**src/rtl/hazard_pkg.sv**
```systemverilog
// Shared types for the pipeline hazard controller: FSM states, the
// stall/flush control bundle and register-compare helpers.
package hazard_pkg;

  typedef enum logic [2:0] {
    ST_RUN,
    ST_BR_WAIT,
    ST_DMEM_WAIT,
    ST_DRAIN,
    ST_HALTED
  } hz_state_t;

  localparam logic [3:0] REG_ZERO = 4'd0;

  typedef struct packed {
    logic ifid_stall;
    logic ifid_flush;
    logic idex_stall;
    logic idex_flush;
    logic exmem_stall;
    logic memwb_flush;
  } pipe_ctrl_t;

  localparam pipe_ctrl_t CTRL_IDLE   = '{default: 1'b0};
  localparam pipe_ctrl_t CTRL_DMEM   = '{ifid_stall: 1'b1, idex_stall: 1'b1, exmem_stall: 1'b1,
                                         memwb_flush: 1'b1, default: 1'b0};
  localparam pipe_ctrl_t CTRL_BUBBLE = '{ifid_stall: 1'b1, idex_flush: 1'b1, default: 1'b0};
  localparam pipe_ctrl_t CTRL_IFLUSH = '{ifid_flush: 1'b1, default: 1'b0};
  localparam pipe_ctrl_t CTRL_HALT   = '{ifid_flush: 1'b1, idex_flush: 1'b1, default: 1'b0};
  localparam pipe_ctrl_t CTRL_RESET  = '{ifid_flush: 1'b1, idex_flush: 1'b1, memwb_flush: 1'b1,
                                         default: 1'b0};

  // r0 is hardwired to zero, so it can never carry a dependency.
  function automatic logic reg_match(input logic [3:0] dst, input logic [3:0] src);
    return (dst != REG_ZERO) && (dst == src);
  endfunction

  // A stalled register keeps its contents; a flush on it would be meaningless.
  function automatic pipe_ctrl_t stall_wins(input pipe_ctrl_t c);
    pipe_ctrl_t r;
    r = c;
    r.ifid_flush = c.ifid_flush & ~c.ifid_stall;
    r.idex_flush = c.idex_flush & ~c.idex_stall;
    return r;
  endfunction

endpackage

```
**src/rtl/hazard_detect.sv**
```systemverilog
// Combinational data/flag hazard comparators between the ID stage and the
// EX/MEM destinations: load-use, flag dependency and branch-register waits.
module hazard_detect
  import hazard_pkg::*;
(
  input  logic [3:0] ID_rs,
  input  logic [3:0] ID_rt,
  input  logic       ID_uses_rs,
  input  logic       ID_uses_rt,
  input  logic       ID_Branch,
  input  logic       ID_BranchReg,
  input  logic [3:0] EX_rd,
  input  logic       EX_RegWrite,
  input  logic       EX_MemRead,
  input  logic       EX_FLAG_Enable,
  input  logic [3:0] MEM_rd,
  input  logic       MEM_MemRead,
  output logic       lu,
  output logic       fl,
  output logic       brx,
  output logic       brm
);

  logic [3:0] src [2];
  logic [1:0] src_used;
  logic [1:0] ex_hit;

  assign src[0]   = ID_rs;
  assign src[1]   = ID_rt;
  assign src_used = {ID_uses_rt, ID_uses_rs};

  genvar gi;
  generate
    for (gi = 0; gi < 2; gi++) begin : g_src
      assign ex_hit[gi] = src_used[gi] & reg_match(EX_rd, src[gi]);
    end
  endgenerate

  assign lu  = EX_MemRead & (|ex_hit);
  assign fl  = ID_Branch & EX_FLAG_Enable;
  assign brx = ID_BranchReg & EX_RegWrite & reg_match(EX_rd, ID_rs);
  assign brm = ID_BranchReg & MEM_MemRead & reg_match(MEM_rd, ID_rs);

endmodule

```
**src/rtl/hazard_ctrl.sv**
```systemverilog
// Pipeline hazard/sequencing controller: stalls, flushes, PC enable and halt drain.
// Define HAZ_PERF_EN to build the saturating stall/flush performance counters.
module hazard_ctrl
  import hazard_pkg::*;
#(
  parameter int DRAIN_CYCLES = 3,
  parameter int CNT_W        = 16
) (
  input  logic             clk,
  input  logic             rst_n,
  input  logic [3:0]       ID_rs,
  input  logic [3:0]       ID_rt,
  input  logic             ID_uses_rs,
  input  logic             ID_uses_rt,
  input  logic             ID_Branch,
  input  logic             ID_BranchReg,
  input  logic             ID_taken,
  input  logic             ID_Halt,
  input  logic [3:0]       EX_rd,
  input  logic             EX_RegWrite,
  input  logic             EX_MemRead,
  input  logic             EX_FLAG_Enable,
  input  logic [3:0]       MEM_rd,
  input  logic             MEM_MemRead,
  input  logic             imem_miss,
  input  logic             dmem_miss,
  output logic             pc_wen,
  output logic             IFID_stall,
  output logic             IFID_flush,
  output logic             IDEX_stall,
  output logic             IDEX_flush,
  output logic             EXMEM_stall,
  output logic             MEMWB_flush,
  output logic             halted,
  output logic [CNT_W-1:0] stall_cnt,
  output logic [CNT_W-1:0] flush_cnt
);

  localparam logic [2:0] DRAIN_INIT = 3'(DRAIN_CYCLES);

  hz_state_t  state_reg, state_next;
  logic [2:0] drain_reg, drain_next;
  logic       halted_reg, halted_next;

  logic       lu, fl, brx, brm;
  logic       any_haz;

  logic       run_pc_wen;
  pipe_ctrl_t run_ctrl;
  hz_state_t  run_state;
  logic       run_load_drain;

  logic       pc_wen_c;
  pipe_ctrl_t ctrl_raw, ctrl_c;

  hazard_detect u_detect (
    .ID_rs         (ID_rs),
    .ID_rt         (ID_rt),
    .ID_uses_rs    (ID_uses_rs),
    .ID_uses_rt    (ID_uses_rt),
    .ID_Branch     (ID_Branch),
    .ID_BranchReg  (ID_BranchReg),
    .EX_rd         (EX_rd),
    .EX_RegWrite   (EX_RegWrite),
    .EX_MemRead    (EX_MemRead),
    .EX_FLAG_Enable(EX_FLAG_Enable),
    .MEM_rd        (MEM_rd),
    .MEM_MemRead   (MEM_MemRead),
    .lu            (lu),
    .fl            (fl),
    .brx           (brx),
    .brm           (brm)
  );

  assign any_haz = lu | fl | brx | brm;

  // Decision taken in RUN; also reused on the cycle DMEM_WAIT releases.
  always_comb begin
    run_pc_wen     = 1'b1;
    run_ctrl       = CTRL_IDLE;
    run_state      = ST_RUN;
    run_load_drain = 1'b0;
    if (dmem_miss) begin
      run_pc_wen = 1'b0;
      run_ctrl   = CTRL_DMEM;
      run_state  = ST_DMEM_WAIT;
    end else if (any_haz) begin
      run_pc_wen = 1'b0;
      run_ctrl   = CTRL_BUBBLE;
      // A BR waiting on a load in EX needs the value from MEM/WB: two bubbles.
      if (brx && EX_MemRead) begin
        run_state = ST_BR_WAIT;
      end
    end else if (imem_miss) begin
      run_pc_wen = 1'b0;
      run_ctrl   = CTRL_IFLUSH;
    end else if (ID_taken) begin
      run_ctrl = CTRL_IFLUSH;
    end else if (ID_Halt) begin
      run_pc_wen     = 1'b0;
      run_ctrl       = CTRL_IFLUSH;
      run_state      = ST_DRAIN;
      run_load_drain = 1'b1;
    end
  end

  always_comb begin
    state_next  = state_reg;
    drain_next  = drain_reg;
    halted_next = halted_reg;
    pc_wen_c    = 1'b0;
    ctrl_raw    = CTRL_IDLE;
    case (state_reg)
      ST_RUN, ST_DMEM_WAIT: begin
        pc_wen_c   = run_pc_wen;
        ctrl_raw   = run_ctrl;
        state_next = run_state;
        if (run_load_drain) begin
          drain_next = DRAIN_INIT;
        end
      end
      ST_BR_WAIT: begin
        if (dmem_miss) begin
          ctrl_raw   = CTRL_DMEM;
          state_next = ST_DMEM_WAIT;
        end else begin
          ctrl_raw   = CTRL_BUBBLE;
          state_next = ST_RUN;
        end
      end
      ST_DRAIN: begin
        if (dmem_miss) begin
          ctrl_raw = CTRL_DMEM;
        end else begin
          ctrl_raw   = CTRL_IFLUSH;
          drain_next = drain_reg - 3'd1;
          if (drain_reg <= 3'd1) begin
            drain_next  = 3'd0;
            state_next  = ST_HALTED;
            halted_next = 1'b1;
          end
        end
      end
      ST_HALTED: begin
        ctrl_raw = CTRL_HALT;
      end
      default: begin
        state_next = ST_RUN;
      end
    endcase

    ctrl_c = stall_wins(ctrl_raw);
    if (!rst_n) begin
      pc_wen_c = 1'b0;
      ctrl_c   = CTRL_RESET;
    end
  end

  always_ff @(posedge clk) begin
    if (!rst_n) begin
      state_reg  <= ST_RUN;
      drain_reg  <= 3'd0;
      halted_reg <= 1'b0;
    end else begin
      state_reg  <= state_next;
      drain_reg  <= drain_next;
      halted_reg <= halted_next;
    end
  end

  assign pc_wen      = pc_wen_c;
  assign IFID_stall  = ctrl_c.ifid_stall;
  assign IFID_flush  = ctrl_c.ifid_flush;
  assign IDEX_stall  = ctrl_c.idex_stall;
  assign IDEX_flush  = ctrl_c.idex_flush;
  assign EXMEM_stall = ctrl_c.exmem_stall;
  assign MEMWB_flush = ctrl_c.memwb_flush;
  assign halted      = halted_reg;

`ifdef HAZ_PERF_EN
  localparam logic [CNT_W-1:0] CNT_ONE = CNT_W'(1);

  logic [CNT_W-1:0] stall_cnt_reg;
  logic [CNT_W-1:0] flush_cnt_reg;

  always_ff @(posedge clk) begin
    if (!rst_n) begin
      stall_cnt_reg <= '0;
      flush_cnt_reg <= '0;
    end else begin
      if (!pc_wen_c && (state_reg != ST_HALTED) && (stall_cnt_reg != '1)) begin
        stall_cnt_reg <= stall_cnt_reg + CNT_ONE;
      end
      if ((ctrl_c.ifid_flush || ctrl_c.idex_flush) && (flush_cnt_reg != '1)) begin
        flush_cnt_reg <= flush_cnt_reg + CNT_ONE;
      end
    end
  end

  assign stall_cnt = stall_cnt_reg;
  assign flush_cnt = flush_cnt_reg;
`else
  assign stall_cnt = '0;
  assign flush_cnt = '0;
`endif

endmodule

```
**config.mk**
```make
export PLATFORM = sky130hd
export DESIGN_NAME = hazard_ctrl
export DESIGN_NICKNAME = d
export VERILOG_FILES = /design/src/rtl/hazard_pkg.sv /design/src/rtl/hazard_detect.sv /design/src/rtl/hazard_ctrl.sv
export SDC_FILE = /design/constraint.sdc
export NUM_CORES = 1
export LEC_CHECK = 0
export CORE_ASPECT_RATIO = 1.75
export CORE_UTILIZATION = 31
export DETAILED_ROUTE_END_ITERATION = 8
export GPL_ROUTABILITY_DRIVEN = 1
export MAX_ROUTING_LAYER = met4
export PLACE_DENSITY_LB_ADDON = 0.3
export RECOVER_POWER = 50
export SETUP_SLACK_MARGIN = 0.1
export SKIP_LAST_GASP = 1
export SYNTH_ARGS = -nofsm -noshare
export SYNTH_HDL_FRONTEND = slang
export SYNTH_SLANG_ARGS = --single-unit
export TNS_END_PERCENT = 10
```
**constraint.sdc**
```tcl
create_clock -name clk -period 1.5 [get_ports clk]
set_input_delay 0.15 -clock clk [delete_from_list [all_inputs] [get_ports clk]]
set_output_delay 0.15 -clock clk [all_outputs]
set_load 0.01 [all_outputs]
```
==> key figures, run 1 <==
Clock tree
  – TritonCTS buffer count: 3
  – Clk slew on worst S/H paths: ~0.04 ns
  – Clock Path Buffers: 2
  – CTS H-Tree Depth: 1
  – Clock Latency Late Sink: between 0.2 and 0.25 ns
  – TritonCTS Sinks: 7
  – CTS hold repair buffers: 0
  – Root Buffer: clkbuf_8
  – Clock tree from TritonCTS: built

STA
  – Hold_ws: 0.471 ns
  – Final Hold Fails: 0
  – Setup violators final: 7
  – Clk_skew: 0.00244 ns
  – Setup_tns: -0.660 ns
  – RSZ-0062 raised after global routing: yes
  – Tmin final: 1.69 ns
  – Slew Limit Fails: 0
  – Fmax: 593 MHz
  – Setup WS post-layout: -0.186 ns
  – Crit share post-route: 1.12

Routing
  – DR pass1 iterations: 4
  – Antenna Nets Post-Route: 0
  – Vias per inst: ~4.5
  – DR iter-0 viols: 34
  – Via Count: 1,089
  – Residual DRC: 0
  – Routed WL: 2630 um
  – Routed length per instance: 11.0 um

Setup path
  – Critical path arrival: 1.54 ns
  – Reg2Reg Depth: 8
  – CP max stage cell: or4_4
  – Cells along the critical path: buf_6 -> or4_4 -> nand3_2 -> or3_4 -> nand3_4 -> o311a_1 -> buf_2
  – Levels on crit path: 7
  – Bufs and invs on worst path: 2
  – Crit path capture type: primary output
  – Worst r2r dst: drain_reg[0]
  – Reg-to-Reg Start: state_reg[2]
  – Worst reg2reg setup slack: 0.06 ns
  – Slowest Stage Delay on Critical Path: 0.52 ns
  – CP top delay family: simple AND/OR/NAND/NOR gates
  – CP max FO: 4
  – Critical Path End: IFID_stall
  – Critical path startpoint: EX_rd[1]
  – Worst setup SP type: input port
  – WP data required: 1.35 ns
  – Kind of critical path: in -> out

Die
  – Ports: 70
  – Die Y: 76.0 um
  – Core area: 2960 um2
  – Rows: 26
  – Die width: 44.3 um
  – Initial Utilization: 0.328
  – DIE AREA: 3360 um2

Cells and area
  – Most frequent cells in the layout: 32 x conb_1, 28 x buf_4, 14 x clkdlybuf4s50_1
  – Area grow syn2layout: 60.9%
  – Fillers: 285
  – Most common cell after layout, fill and taps aside: conb_1
  – Layout cells sized above 1: 0.298
  – Layout Utilization: 0.527
  – Antenna diodes: 0
  – Nets: 230

Placement
  – IO Port Bufs: 37
  – Dpl hpwl: roughly 2300 um
  – GPL Wtd Cong: approximately 0.9

Worst hold path
  – Hold Crit Class: reg -> reg
  – WHS Path Cells: 2

Synthesis
  – FF+latch count, synth: 7
  – Cells after synthesis: 133
  – Share of the yosys chip area belonging to registers: 0.145
  – Netlist cell types: 40
  – Mapped Area: 970 um2
  – YS warnings: 0
  – Syn avg cell area: 7.29 um2

Global routing
  – First-pass GRT wire length: 4330 um
  – Overflow after GRT: 0
  – Initial antenna violation count: 0
  – Largest net degree at the start of global routing: 10
  – Gr usage total: 0.170
  – Vias in the first global route: 1,057

Power
  – Leakage: 0.700 nW
  – VDD IR max: between 0.2 and 0.3 mV
  – PD cells: 500 nW/um2
  – Design Power: 0.780 mW

Run
  – Max-Cap Viols: 0

Status
  – Failing checks: negative setup slack
  – Outcome: finished with violations
## tightest hold or removal path: stages (launching register included)
cell and delay, ns:
dfxtp_1 0.32, nor2_1 0.05, nor2_1 0.07
## logic make-up (layout without fill, tap and decap cells)
logic type,count (synthesis),in the layout,share of synthesized area
AO/OA/AOI/OAI,27,27,0.212
XOR/XNOR,10,10,0.0903
adder cells (fa/ha/maj),1,1,0.0129
buffers and inverters,41,75,0.286
flip-flops,7,7,0.145
multiplexers,1,1,0.0103
other,1,32,0.00387
AND/OR/NAND/NOR,45,45,0.240
## layer usage
metal	GRT usage	vias up	part of all wire
met5	-	-	0
met4	0.0394	0	0
met3	0.0308	0	0.072
met2	0.325	64	0.60
met1	0.164	496	0.32
li1	-	529	-
## synth_stat cells, drive strengths merged
cell     count  share of area
buf         33           0.26
nor2        14          0.054
nand2        9          0.035
dfxtp        7           0.14
o21ai        7          0.036
xnor2        7          0.063
inv          6          0.023
nor3         6          0.031
a21oi        5          0.026
nand3        5          0.036
xor2         3          0.027
a22oi        2          0.015
clkbuf       2         0.0077
nand4b       2          0.018
or2          2          0.013
or3          2          0.018
a2111oi      1          0.015
a211oi       1         0.0077
a21boi       1         0.0077
a21o         1         0.0077
a41oi        1         0.0090
and2         1         0.0065
conb         1         0.0039
ha           1          0.013
mux2i        1          0.010
nand2b       1         0.0065
nor3b        1         0.0077
nor4         1         0.0065
o2111ai      1         0.0090
o211ai       1         0.0077
o221ai       1         0.0090
o2bb2ai      1         0.0090
o311a        1          0.010
o31ai        1         0.0077
o32ai        1          0.017
o41ai        1          0.017
or4          1         0.0077
## cell type report
type	instances	area, um2	share of cell area
Tap cell	42	52.6	0.0337
Timing Repair Buffer	65	533	0.342
Multi-Input combinational cell	116	767	0.492
Sequential cell	7	140	0.0898
Inverter	6	22.5	0.0144
Clock buffer	4	45.0	0.0289
## what timing repair did
action,CTS,global route
gates resized for setup,62,2
pin swaps,11,0
endpoints found under the setup margin,14,14
buffers inserted,1,0
## power by group
group / total [mW] / internal [mW] / leakage (nW) / switching (mW)
combinational: 0.317 / 0.159 / 0.621 / 0.158
sequential: 0.197 / 0.191 / 0.0568 / 0.00585
clock: 0.265 / 0.184 / 0.0228 / 0.0813
total: 0.780 / 0.534 / 0.700 / 0.245
## worst min path at each step
stage | end | from
2_1_floorplan | drain_reg[1] | rst_n
3_3_place_gp | halted | halted
3_5_place_dp | halted | halted
4_1_cts | halted | halted
5_1_grt | state_reg[0] | EX_MemRead
6_report | halted | halted
## through the flow
stage               std cells  instance area [um2]  setup slack [ns]
floorplan                 164                 1090            0.0388
global placement          235                 1460            -0.856
detailed placement        235                 1460            -0.880
CTS                       240                 1560            -0.188
global route              240                 1560            -0.248
finish                    240                 1560            -0.186
Note: power is estimated with default switching activity, not from simulation.
==> inputs of run 2 (changes only) <==
--- a/config.mk
+++ b/config.mk
@@ -10,7 +10,7 @@
 export DETAILED_ROUTE_END_ITERATION = 8
 export GPL_ROUTABILITY_DRIVEN = 1
 export MAX_ROUTING_LAYER = met4
-export PLACE_DENSITY_LB_ADDON = 0.3
+export PLACE_DENSITY = 0.79
 export RECOVER_POWER = 50
 export SETUP_SLACK_MARGIN = 0.1
 export SKIP_LAST_GASP = 1
==> run 2 against run 1 <==
  * The run still ends with negative setup slack left
  * Critical path depth unchanged
  * Register-to-register slack lost 0.02 ns
  * Worst hold slack worse by 0.014 ns
  * Maximum frequency rose by 1.5%
  * Sequential share of layout area up 0.073 points
  * Cell area shrank 0.80%
  * First-iteration DRC count decreased by 76%
  * Clock power is 4% lower
  * Routed wire length fell by 6.2%
  * Setup slack better by 0.025 ns
==> key figures, run 2 (synthesis results as in run 1) <==
Setup path
  – Cells along the critical path: buf_6 -> or4_4 -> nand3_2 -> or3_4 -> nand3_4 -> o311a_1 -> buf_2
  – Crit path capture type: primary output
  – Slowest Stage Delay on Critical Path: 0.52 ns
  – Kind of critical path: in -> out
  – WP data required: about 1.4 ns
  – Worst setup SP type: input port
  – Critical path arrival: 1.51 ns
  – CP max stage cell: or4_4
  – CP max FO: 4

Die
  – Initial Utilization: 0.328
  – DIE AREA: 3360 um2
  – Die width: 44.3 um
  – Die Y: 76.0 um
  – Rows: 26
  – Ports: 70
  – Core area: 2960 um2

Clock tree
  – Clock tree from TritonCTS: built
  – TritonCTS buffer count: 3
  – CTS H-Tree Depth: 1
  – Root Buffer: clkbuf_8
  – Clk slew on worst S/H paths: around 0.040 ns
  – Clock Path Buffers: 2
  – TritonCTS Sinks: 7
  – Clock Latency Late Sink: 0.22 ns
  – CTS hold repair buffers: 0

Power
  – Comb power frac: 0.403
  – Internal power: 0.529 mW
  – Design Power: between 0.7 and 0.8 mW
  – Sw frac: 0.303
  – PD cells: 490 nW/um2
  – Sequential Power Share: 0.261
  – Clock power share: 0.336
  – Leakage: 0.711 nW
  – VDD IR max: around 0.26 mV
  – Net switching power figure: 0.230 mW

Global routing
  – Vias in the first global route: between 1,000 and 1,500
  – Overflow after GRT: 0
  – Largest net degree at the start of global routing: 10
  – First-pass GRT wire length: 4160 um
  – Gr usage total: 0.156
  – Initial antenna violation count: 0

STA
  – Setup violators final: 7
  – Fmax: around 600 MHz
  – Setup_tns: -0.503 ns
  – Setup WS post-layout: -0.162 ns
  – Clk_skew: 0.00607 ns
  – Slew Limit Fails: 0
  – Final Hold Fails: 0
  – Crit share post-route: 1.11
  – Tmin final: between 1.5 and 2 ns
  – RSZ-0062 raised after global routing: yes
  – Hold_ws: 0.457 ns

Cells and area
  – Antenna diodes: 0
  – Layout Utilization: 0.523
  – Final non-filler cell area: approximately 1500 um2
  – Layout cells sized above 1: 0.303
  – Most common cell after layout, fill and taps aside: conb_1
  – Area grow syn2layout: 59.6%
  – Nets: about 230
  – Fillers: 298
  – Most frequent cells in the layout: 32 x conb_1, 31 x buf_4, 16 x dlygate4sd2_1

Placement
  – IO Port Bufs: 37
  – GPL Wtd Cong: 0.859
  – Dpl hpwl: 2120 um
  – Area after DPL: between 1000 and 1500 um2

Status
  – Outcome: finished with violations
  – Failing checks: negative setup slack

Worst hold path
  – Hold Crit Class: reg -> reg

Routing
  – DR pass1 iterations: 4
  – Routed length per instance: 10.2 um
  – DR iter-0 viols: 8
  – Via Count: approximately 1,100
  – Routed WL: 2470 um
  – Vias per inst: 4.42
  – Antenna Nets Post-Route: 0
  – Residual DRC: 0

Run
  – Max-Cap Viols: 0
==> run 2: cell types whose count changed in the layout (fill, tap and decap cells not counted), sizes merged <==
cell | previous run | this run
buf | 35 | 38
clkbuf | 5 | 4
clkdlybuf4s50 | 14 | 12
clkinv | 0 | 1
dlygate4sd2 | 13 | 16
dlymetal6s2s | 1 | 0
==> run 2: final timing paths <==
check	start	endpoint	slack (ns)	depth (start not counted)
worst min-delay path	halted	halted	0.46	2
worst max-delay path	EX_rd[0]	IFID_stall	-0.16	7
worst min register to register	halted	halted	0.46	2
worst max register to register	state_reg[2]	halted	0.04	8
==> run 2: repair_timing <==
item	in CTS	in global routing
gates cloned	0	0
pin swaps	11	4
buffers inserted	1	0
resized for setup	60	3
endpoints found under the setup margin	14	14
==> run 2: routing by layer <==
layer | routed length [um] | part of all wire | global-route usage
met5 | 0 | 0 | -
met4 | 0 | 0 | 0.0242
met3 | 159 | 0.064 | 0.0261
met2 | 1520 | 0.62 | 0.309
met1 | 788 | 0.32 | 0.148
==> run 2: metrics by stage <==
| stage | cells | setup WS [ns] |
|---|---|---|
| floorplan | 164 | 0.0388 |
| global placement | 238 | -0.843 |
| detailed placement | 238 | -0.892 |
| CTS | 243 | -0.184 |
| global route | 243 | -0.198 |
| finish | 243 | -0.162 |
==> run 2: area by class of cell <==
class,instances,area (um2),area share
Clock inverter,1,5.00,0.00323
Tap cell,42,52.6,0.0340
Multi-Input combinational cell,116,731,0.472
Inverter,6,22.5,0.0146
Clock buffer,3,41.3,0.0267
Timing Repair Buffer,68,556,0.359
Sequential cell,7,140,0.0905
==> run 2: power groups by stage <==
| stage | Clock (mW) | Combinational, mW | Sequential [mW] |
|---|---|---|---|
| 2_1_floorplan | 0 | 0.191 | 0.199 |
| 3_3_place_gp | 0 | 0.308 | 0.200 |
| 3_5_place_dp | 0 | 0.311 | 0.201 |
| 4_1_cts | 0.262 | 0.304 | 0.197 |
| 5_1_grt | 0.286 | 0.334 | 0.198 |
| 6_report | 0.255 | 0.306 | 0.198 |
==> run 2: critical path, delay by kind of cell <==
kind	cells	cell delay [ns]
compound gates	1	0.31
buf+inv	2	0.24
simple gates	4	0.82
==> inputs of run 3 (changes only) <==
--- a/config.mk
+++ b/config.mk
@@ -13,7 +13,6 @@
 export PLACE_DENSITY = 0.79
 export RECOVER_POWER = 50
 export SETUP_SLACK_MARGIN = 0.1
-export SKIP_LAST_GASP = 1
 export SYNTH_ARGS = -nofsm -noshare
 export SYNTH_HDL_FRONTEND = slang
 export SYNTH_SLANG_ARGS = --single-unit
==> run 3 against run 2 <==
  * The flow still finishes with violations (negative setup slack)
  * Critical path depth unchanged
  * Non-clock buffer count did not move
  * Clock skew about the same
  * First-iteration DRC count increased by 13%
  * Global-route usage increased by 0.40 points
  * Cell area up 3.2%
  * Via count increased by 1.8%
  * Sequential power hardly changed
  * Die area unchanged
  * Routed wire length increased by 4.0%
  * Largest cell class unchanged
  * Highest routed layer unchanged
==> key figures, run 3 (synthesis results as in run 1) <==
STA
  – Setup violators final: 3
  – Hold_ws: 0.457 ns
  – RSZ-0062 raised after global routing: yes
  – Fmax: around 600 MHz
  – Setup WS post-layout: -0.156 ns
  – Final Hold Fails: 0
  – Crit share post-route: 1.10
  – Slew Limit Fails: 0
  – Tmin final: 1.66 ns
  – Clk_skew: 0.00597 ns

Setup path
  – Worst setup SP type: input port
  – WP data required: 1.35 ns
  – Worst r2r dst: drain_reg[0]
  – Kind of critical path: in -> out
  – Worst reg2reg setup slack: 0.08 ns
  – Crit path capture type: primary output
  – Reg2Reg Depth: 8
  – Critical path arrival: 1.51 ns
  – Reg-to-Reg Start: state_reg[2]
  – CP max FO: 4

Clock tree
  – TritonCTS Sinks: 7
  – Root Buffer: clkbuf_8
  – Clock Path Buffers: 2
  – Clk slew on worst S/H paths: 0.04 ns
  – CTS H-Tree Depth: 1
  – CTS hold repair buffers: 0
  – Clock tree from TritonCTS: built
  – TritonCTS buffer count: 3
  – Clock Latency Late Sink: roughly 0.22 ns

Routing
  – Vias per inst: 4.50
  – Antenna Nets Post-Route: 0
  – Routed length per instance: between 10 and 15 um
  – DR iter-0 viols: 9
  – DR pass1 iterations: 4
  – Residual DRC: 0
  – Via Count: 1,093
  – Routed WL: 2570 um

Cells and area
  – Area grow syn2layout: 64.8%
  – Final non-filler cell area: 1600 um2
  – Layout Utilization: 0.540
  – Most common cell after layout, fill and taps aside: conb_1
  – Nets: between 200 and 250
  – Fillers: 284
  – Antenna diodes: 0
  – Most frequent cells in the layout: 32 x conb_1, 29 x buf_4, 14 x dlygate4sd2_1
  – Layout cells sized above 1: 0.353

Die
  – Core area: roughly 3000 um2
  – Ports: 70
  – Die Y: approximately 76 um
  – Die width: approximately 44 um
  – Initial Utilization: 0.328
  – Rows: 26
  – DIE AREA: 3360 um2

Global routing
  – Overflow after GRT: 0
  – Initial antenna violation count: 0
  – Vias in the first global route: 1,073
  – Gr usage total: 0.160
  – First-pass GRT wire length: around 4200 um
  – Largest net degree at the start of global routing: 10

Status
  – Failing checks: negative setup slack
  – Outcome: finished with violations

Placement
  – GPL Wtd Cong: 0.859
  – IO Port Bufs: 37
  – Pre-CTS setup slack: -0.892 ns
  – Dpl hpwl: 2120 um
  – Area after DPL: 1480 um2

Worst hold path
  – Hold Crit Class: reg -> reg
  – Min-delay src: halted
  – Hold path endpoint: halted
  – WHS Path Cells: 2

Power
  – PD cells: a little under 500 nW/um2
  – VDD IR max: 0.262 mV
  – Leakage: 0.719 nW

Run
  – Max-Cap Viols: 0
==> run 3: metal layers <==
layer  GRT usage  routed length [um]
met3      0.0261                 144
met2       0.321                1570
met5           -                   0
met4      0.0242                   0
met1       0.149                 851
==> run 3: final cells by class <==
cell class | instances | area [um2] | area share
tap | 42 | 52.6 | 0.0329
clock inverter | 1 | 5.00 | 0.00313
timing repair buffer | 68 | 551 | 0.345
inverter | 6 | 22.5 | 0.0141
multi-input combinational | 116 | 783 | 0.490
clock buffer | 3 | 41.3 | 0.0258
sequential | 7 | 143 | 0.0893
==> run 3: critical path, cell delays in order <==
cell,delay (ns)
buf_6,0.09
or4_4,0.52
nand3_2,0.08
or3_4,0.13
nand3_4,0.08
o311a_1,0.30
buf_2,0.14
==> run 3: power breakdown <==
| part | switching [mW] | internal, mW |
|---|---|---|
| sequential | 0.00754 | 0.192 |
| clock | 0.0757 | 0.179 |
| combinational | 0.156 | 0.160 |
| total | 0.239 | 0.531 |
==> run 3: per-stage QoR <==
step | instances | total power, mW | TNS, ns
after floorplan | 164 | 0.390 | 0
after global placement | 238 | 0.508 | -7.24
after detailed placement | 238 | 0.511 | -7.47
after CTS | 243 | 0.773 | -0.256
after global routing | 243 | 0.830 | -0.511
final | 243 | 0.770 | -0.243
==> run 3: how the worst max path moves through the flow <==
stage / startpoint / end / slack, ns / cells after the start
after CTS: EX_rd[1] / IFID_stall / -0.18 / 7
after global placement: EX_rd[1] / IFID_stall / -0.84 / 7
after global routing: EX_rd[0] / IFID_stall / -0.19 / 7
after detailed placement: EX_rd[1] / IFID_stall / -0.89 / 7
final: EX_rd[0] / IFID_stall / -0.16 / 7
after floorplan: EX_rd[0] / IFID_stall / 0.04 / 5
==> run 3: timing repair <==
| item | 4_1_cts | 5_1_grt |
|---|---|---|
| endpoints found under the setup margin | 14 | 13 |
| pin swaps | 14 | 5 |
| gates resized for setup | 82 | 14 |
| buffers inserted | 1 | 0 |
==> patch 1 (config.mk and constraints of run 1) <==
The parameter `CNT_W` goes from 16 to 18.
--- a/src/rtl/hazard_ctrl.sv
+++ b/src/rtl/hazard_ctrl.sv
@@ -6,3 +6,3 @@
   parameter int DRAIN_CYCLES = 3,
-  parameter int CNT_W        = 16
+  parameter int CNT_W        = 18
 ) (
Ports: changed (resized flush_cnt and stall_cnt); port bits go from 70 to 74. The function was not compared with the original's and may differ.
==> patch 1 against run 1 <==
  * The run still ends with negative setup slack left
  * Clock skew decreased by 0.0014 ns
  * Area after synthesis is 3.1% higher
  * Clock power increased by 3%
  * Via count rose by 4.5%
  * Setup slack gained 0.050 ns
  * Final area grew 3.7%
  * Power grew 4.9%
  * Wire length is 10% higher
  * Synthesized cell count grew 3.0%
  * Core utilization increased by 1.4 points
  * Count of clock-buffer cells in the layout unchanged
  * First-iteration DRC count decreased by 53%
  * Largest cell class unchanged
  * Sequential cell count did not move
  * Hold slack worse by 0.0081 ns
  * Critical endpoint unchanged
==> patch 1: results (changes against run 1) <==
.. list-table::
   :header-rows: 1

   * - Metric
     - Value
   * - Outcome
     - finished, violations left (unchanged)
   * - Violations in the final reports
     - negative setup slack (unchanged)
   * - Cell depth of the worst flop-to-flop path
     - 5 (was 8)
   * - GR Util met2
     - 33.62% (was 32.50%)
   * - Tot Pwr
     - 818.2 µW (was 779.7 µW)
   * - Relative contribution of the clock network to total power
     - 33.3% (was 34.0%)
   * - Top layer used by detailed routing
     - met4 (was met3)
   * - IR Drop Worst-Case VDD
     - 0.0003053 V (was 0.0002857 V)
   * - RePlAce Congestion
     - 0.9037 (was 0.8895)
   * - Final-stage net count
     - 242 (was 230)
   * - Total negative slack
     - -0.6672 ns (was -0.6596 ns)
   * - Wire length on met1
     - 943 µm (was 851 µm)
   * - Source of the worst register-to-register timing path
     - state_reg[0]$_SDFFE_PN0P_ (was state_reg[2]$_SDFFE_PN0P_)
   * - Half-perimeter wire length of the detailed placement result
     - 2383 µm (was 2260 µm)
   * - Comb. pwr
     - 348 µW (was 317 µW)
   * - Synth top area cells
     - sky130_fd_sc_hd__buf_4 28%, sky130_fd_sc_hd__dfxtp_1 14%, sky130_fd_sc_hd__xnor2_1 6.1%, sky130_fd_sc_hd__nor2_1 5.3%, sky130_fd_sc_hd__nand2_1 3.4% (was sky130_fd_sc_hd__buf_4 26%, sky130_fd_sc_hd__dfxtp_1 14%, sky130_fd_sc_hd__xnor2_1 6.3%, sky130_fd_sc_hd__nor2_1 5.4%, sky130_fd_sc_hd__nand2_1 3.5%)
   * - Share of synthesized area occupied by flip-flops and latches
     - 14.02% (was 14.45%)
   * - Vias in the first global route
     - 1113 (was 1057)
   * - Commonest cells in the synthesized netlist
     - 37 x sky130_fd_sc_hd__buf_4, 14 x sky130_fd_sc_hd__nor2_1, 9 x sky130_fd_sc_hd__nand2_1 (was 33 x sky130_fd_sc_hd__buf_4, 14 x sky130_fd_sc_hd__nor2_1, 9 x sky130_fd_sc_hd__nand2_1)
   * - Arrival time at the worst endpoint
     - 1.49 ns (was 1.54 ns)
   * - Startpoint of the worst hold path
     - EX_MemRead (was halted$_SDFFE_PN0P_)
   * - End of the worst hold path
     - state_reg[0]$_SDFFE_PN0P_ (was halted$_SDFFE_PN0P_)
   * - Number of cells traversed by the worst hold path
     - 3 (was 2)
   * - Setup-failing EPs final
     - 9 (was 7)
   * - Total GRT Usage
     - 18.32% (was 16.96%)
   * - Worst Hold Slack
     - 0.4633 ns (was 0.4714 ns)
   * - Crit Reg-Reg Endpoint
     - state_reg[0]$_SDFFE_PN0P_ (was drain_reg[0]$_SDFFE_PN0P_)
   * - Worst clock skew on the final layout
     - 0.001064 ns (was 0.002445 ns)
   * - Setup slack of the critical path after layout
     - -0.1368 ns (was -0.1865 ns)
   * - Number of standard cells in the final layout excluding fillers
     - 252 (was 240)
==> patch 1: final cells by class <==
cell class,count,area (µm²)
inverters,6,22.52
flip-flops and latches,7,140.1
repair buffers,73,580.6
multi-input cells,120,777.0
fillers,303,1375
well taps,42,52.55
clock buffers,4,45.04
==> patch 1: cell families (layout without fill, tap and decap cells) <==
kind of cell / Yosys count / in the layout / synth area share [%]
compound gates: 27 / 27 / 20.53
buf+inv: 45 / 83 / 30.79
other cells: 1 / 36 / 0.3751
simple gates: 45 / 45 / 23.28
fa+ha+maj: 1 / 1 / 1.251
mux: 1 / 1 / 1.001
xor+xnor: 10 / 10 / 8.762
flops: 7 / 7 / 14.02
==> patch 1: timing repair <==
item,CTS,global route
gates cloned,0,0
setup endpoints to repair,14,14
buffers inserted,7,0
gates resized for setup,59,10
pin swaps,16,5
==> patch 2 (flow settings as in run 1) <==
Without the edit above. Re-encode `hz_state_t` (5 states) as one-hot, 5 bits wide.
--- a/src/rtl/hazard_pkg.sv
+++ b/src/rtl/hazard_pkg.sv
@@ -4,8 +4,8 @@
 
-  typedef enum logic [2:0] {
-    ST_RUN,
-    ST_BR_WAIT,
-    ST_DMEM_WAIT,
-    ST_DRAIN,
-    ST_HALTED
+  typedef enum logic [4:0] {
+    ST_RUN       = 5'b00001,
+    ST_BR_WAIT   = 5'b00010,
+    ST_DMEM_WAIT = 5'b00100,
+    ST_DRAIN     = 5'b01000,
+    ST_HALTED    = 5'b10000
   } hz_state_t;
Function: no difference found for any inputs over 10 cycles, from zero or initial values and one cycle with rst_n low; not proved beyond that.
==> patch 2 against run 1 <==
  * The run still ends with negative setup slack left
  * Final area increased by 19%
  * Clock power increased by 8.7%
  * Wire length increased by 18%
  * Core utilization increased by 2.7 points
  * Sequential cell count increased by 2
  * Area after synthesis increased by 11%
  * Clock skew about the same
  * Power increased by 44%
  * Critical path type is now flop to output pin
  * Setup slack got worse by 0.019 ns
  * Sequential share of layout area increased by 1.2 points
  * Highest routed layer is now met4
  * Die area increased by 11%
==> patch 2: results (changes against run 1) <==
.. list-table::
   :header-rows: 1

   * - Metric
     - Value
   * - Outcome
     - finished, violations left (unchanged)
   * - Violations in the final reports
     - negative setup slack (unchanged)
   * - RePlAce Congestion
     - 0.8649 (was 0.8895)
   * - First-iteration detailed-routing DRC count
     - 18 (was 34)
   * - Number of standard cells in the final layout excluding fillers
     - 266 (was 240)
   * - Total GRT Usage
     - 17.66% (was 16.96%)
   * - Cells after Synth
     - 143 (was 133)
   * - Share of post-route cells with drive strength above 1
     - 37.10% (was 29.80%)
   * - End of the worst hold path
     - halted$_SDFFE_PN0P_ (unchanged)
   * - Total instance count after detailed placement
     - 247 (was 235)
   * - Switching Fraction
     - 33.95% (was 31.47%)
   * - Global-route wire length before repair
     - 4726 µm (was 4333 µm)
   * - Crit path max fanout
     - 5 (was 4)
   * - Share of synthesized area occupied by flip-flops and latches
     - 16.71% (was 14.45%)
   * - Insertion delay to the later sink of the worst-skew pair
     - 0.24 ns
   * - Via/cell ratio
     - 4.647 (was 4.538)
   * - Number of cells traversed by the worst hold path
     - 2 (unchanged)
   * - Static leakage
     - 0.8475 nW (was 0.7003 nW)
   * - Setup-failing EPs final
     - 14 (was 7)
   * - Minimum setup slack among reg-to-reg paths
     - -0.17 ns (was 0.06 ns)
   * - IR Drop Worst-Case VDD
     - 0.0004135 V (was 0.0002857 V)
   * - Worst clock skew on the final layout
     - 0.002914 ns (was 0.002445 ns)
   * - Routed length per instance
     - 11.64 µm (was 10.98 µm)
   * - Total negative slack
     - -2.008 ns (was -0.6596 ns)
   * - Cell depth of the worst flop-to-flop path
     - 8 (unchanged)
   * - Synth top area cells
     - sky130_fd_sc_hd__buf_4 23%, sky130_fd_sc_hd__dfxtp_1 17%, sky130_fd_sc_hd__xor2_1 7.3%, sky130_fd_sc_hd__nor2_1 4.5%, sky130_fd_sc_hd__nand2_1 4.2% (was sky130_fd_sc_hd__buf_4 26%, sky130_fd_sc_hd__dfxtp_1 14%, sky130_fd_sc_hd__xnor2_1 6.3%, sky130_fd_sc_hd__nor2_1 5.4%, sky130_fd_sc_hd__nand2_1 3.5%)
   * - Post-Place Setup Slack
     - -0.9251 ns (was -0.8797 ns)
   * - Commonest cells in the synthesized netlist
     - 33 x sky130_fd_sc_hd__buf_4, 13 x sky130_fd_sc_hd__nor2_1, 12 x sky130_fd_sc_hd__nand2_1 (was 33 x sky130_fd_sc_hd__buf_4, 14 x sky130_fd_sc_hd__nor2_1, 9 x sky130_fd_sc_hd__nand2_1)
   * - Final-stage net count
     - 254 (was 230)
   * - Crit Reg-Reg Endpoint
     - drain_reg[0]$_SDFFE_PN0P_ (unchanged)
   * - Vias in the first global route
     - 1176 (was 1057)
   * - Half-perimeter wire length of the detailed placement result
     - 2256 µm (was 2260 µm)
   * - Arrival time at the worst endpoint
     - 1.56 ns (was 1.54 ns)
   * - Yosys warning total
     - 0 (unchanged)
   * - Setup slack of the critical path after layout
     - -0.2055 ns (was -0.1865 ns)
   * - Worst Hold Slack
     - 0.5060 ns (was 0.4714 ns)
   * - Buffer depth of the longest clock path
     - 2 (unchanged)
-- patch 2: cell families (layout without fill, tap and decap cells) --
kind of cell,count (synthesis),count (layout),synth area share [%]
AND/OR/NAND/NOR,54,54,27.38
other,1,32,0.3477
multiplexers,1,1,1.044
flip-flops,9,9,16.71
adder cells (fa/ha/maj),2,2,2.320
XOR/XNOR,12,12,9.746
buffers and inverters,37,84,24.36
AO/OA/AOI/OAI,27,27,18.10
-- patch 2: routing by layer --
metal	vias up	global-route usage, %	part of all wire [%]
met5	-	-	0
met4	0	10.88	3.0
met3	9	2.036	3.6
met2	51	30.28	58
met1	581	17.82	35
li1	595	-	-
-- patch 2: critical path: stages (launching register included) --
cell                      delay [ns]
sky130_fd_sc_hd__dfxtp_2        0.40
sky130_fd_sc_hd__nor3b_4        0.28
sky130_fd_sc_hd__o21ai_4        0.12
sky130_fd_sc_hd__buf_4          0.16
sky130_fd_sc_hd__nand2_2        0.08
sky130_fd_sc_hd__o311a_4        0.19
sky130_fd_sc_hd__buf_6          0.10
-- patch 2: layout make-up --
| cell class | instances | area, µm² |
|---|---|---|
| tap | 45 | 56.30 |
| multi-input combinational | 128 | 903.4 |
| sequential | 9 | 188.9 |
| clock buffer | 4 | 45.04 |
| fill | 329 | 1500 |
| timing repair buffer | 78 | 661.9 |
| inverter | 2 | 7.507 |
-- patch 2: how the worst max path moves through the flow --
stage | startpoint | slack (ns) | to
after detailed placement | EX_rd[2] | -0.93 | IDEX_flush
after CTS | state_reg[2]$_SDFFE_PN0P_ | -0.19 | IFID_flush
after global routing | EX_rd[0] | -0.31 | IDEX_flush
after floorplan | EX_rd[3] | 0.13 | IDEX_flush
final | state_reg[1]$_SDFFE_PN0P_ | -0.21 | IFID_stall
after global placement | EX_rd[2] | -0.89 | IDEX_flush
-- patch 2: power groups by stage --
stage          Combinational (mW)  Clock (mW)  Sequential, mW
2_1_floorplan               0.259           0           0.266
3_3_place_gp                0.409           0           0.263
3_5_place_dp                0.419           0           0.263
4_1_cts                     0.487       0.295           0.265
5_1_grt                     0.613       0.310           0.275
6_report                    0.561       0.288           0.273
-- patch 2: repair_timing --
action,CTS,global route
gates resized for setup,69,18
setup buffers,11,4
setup endpoints to repair,15,15
pin swaps,21,15
cloned,0,0
endpoints found under the hold margin,0,0
-- patch 2: stage by stage --
stage | utilization, % | area (µm²)
2_1_floorplan | - | 1195
3_3_place_gp | 46.43 | 1562
3_5_place_dp | 46.43 | 1562
4_1_cts | 52.34 | 1760
5_1_grt | 55.39 | 1863
6_report | 55.39 | 1863
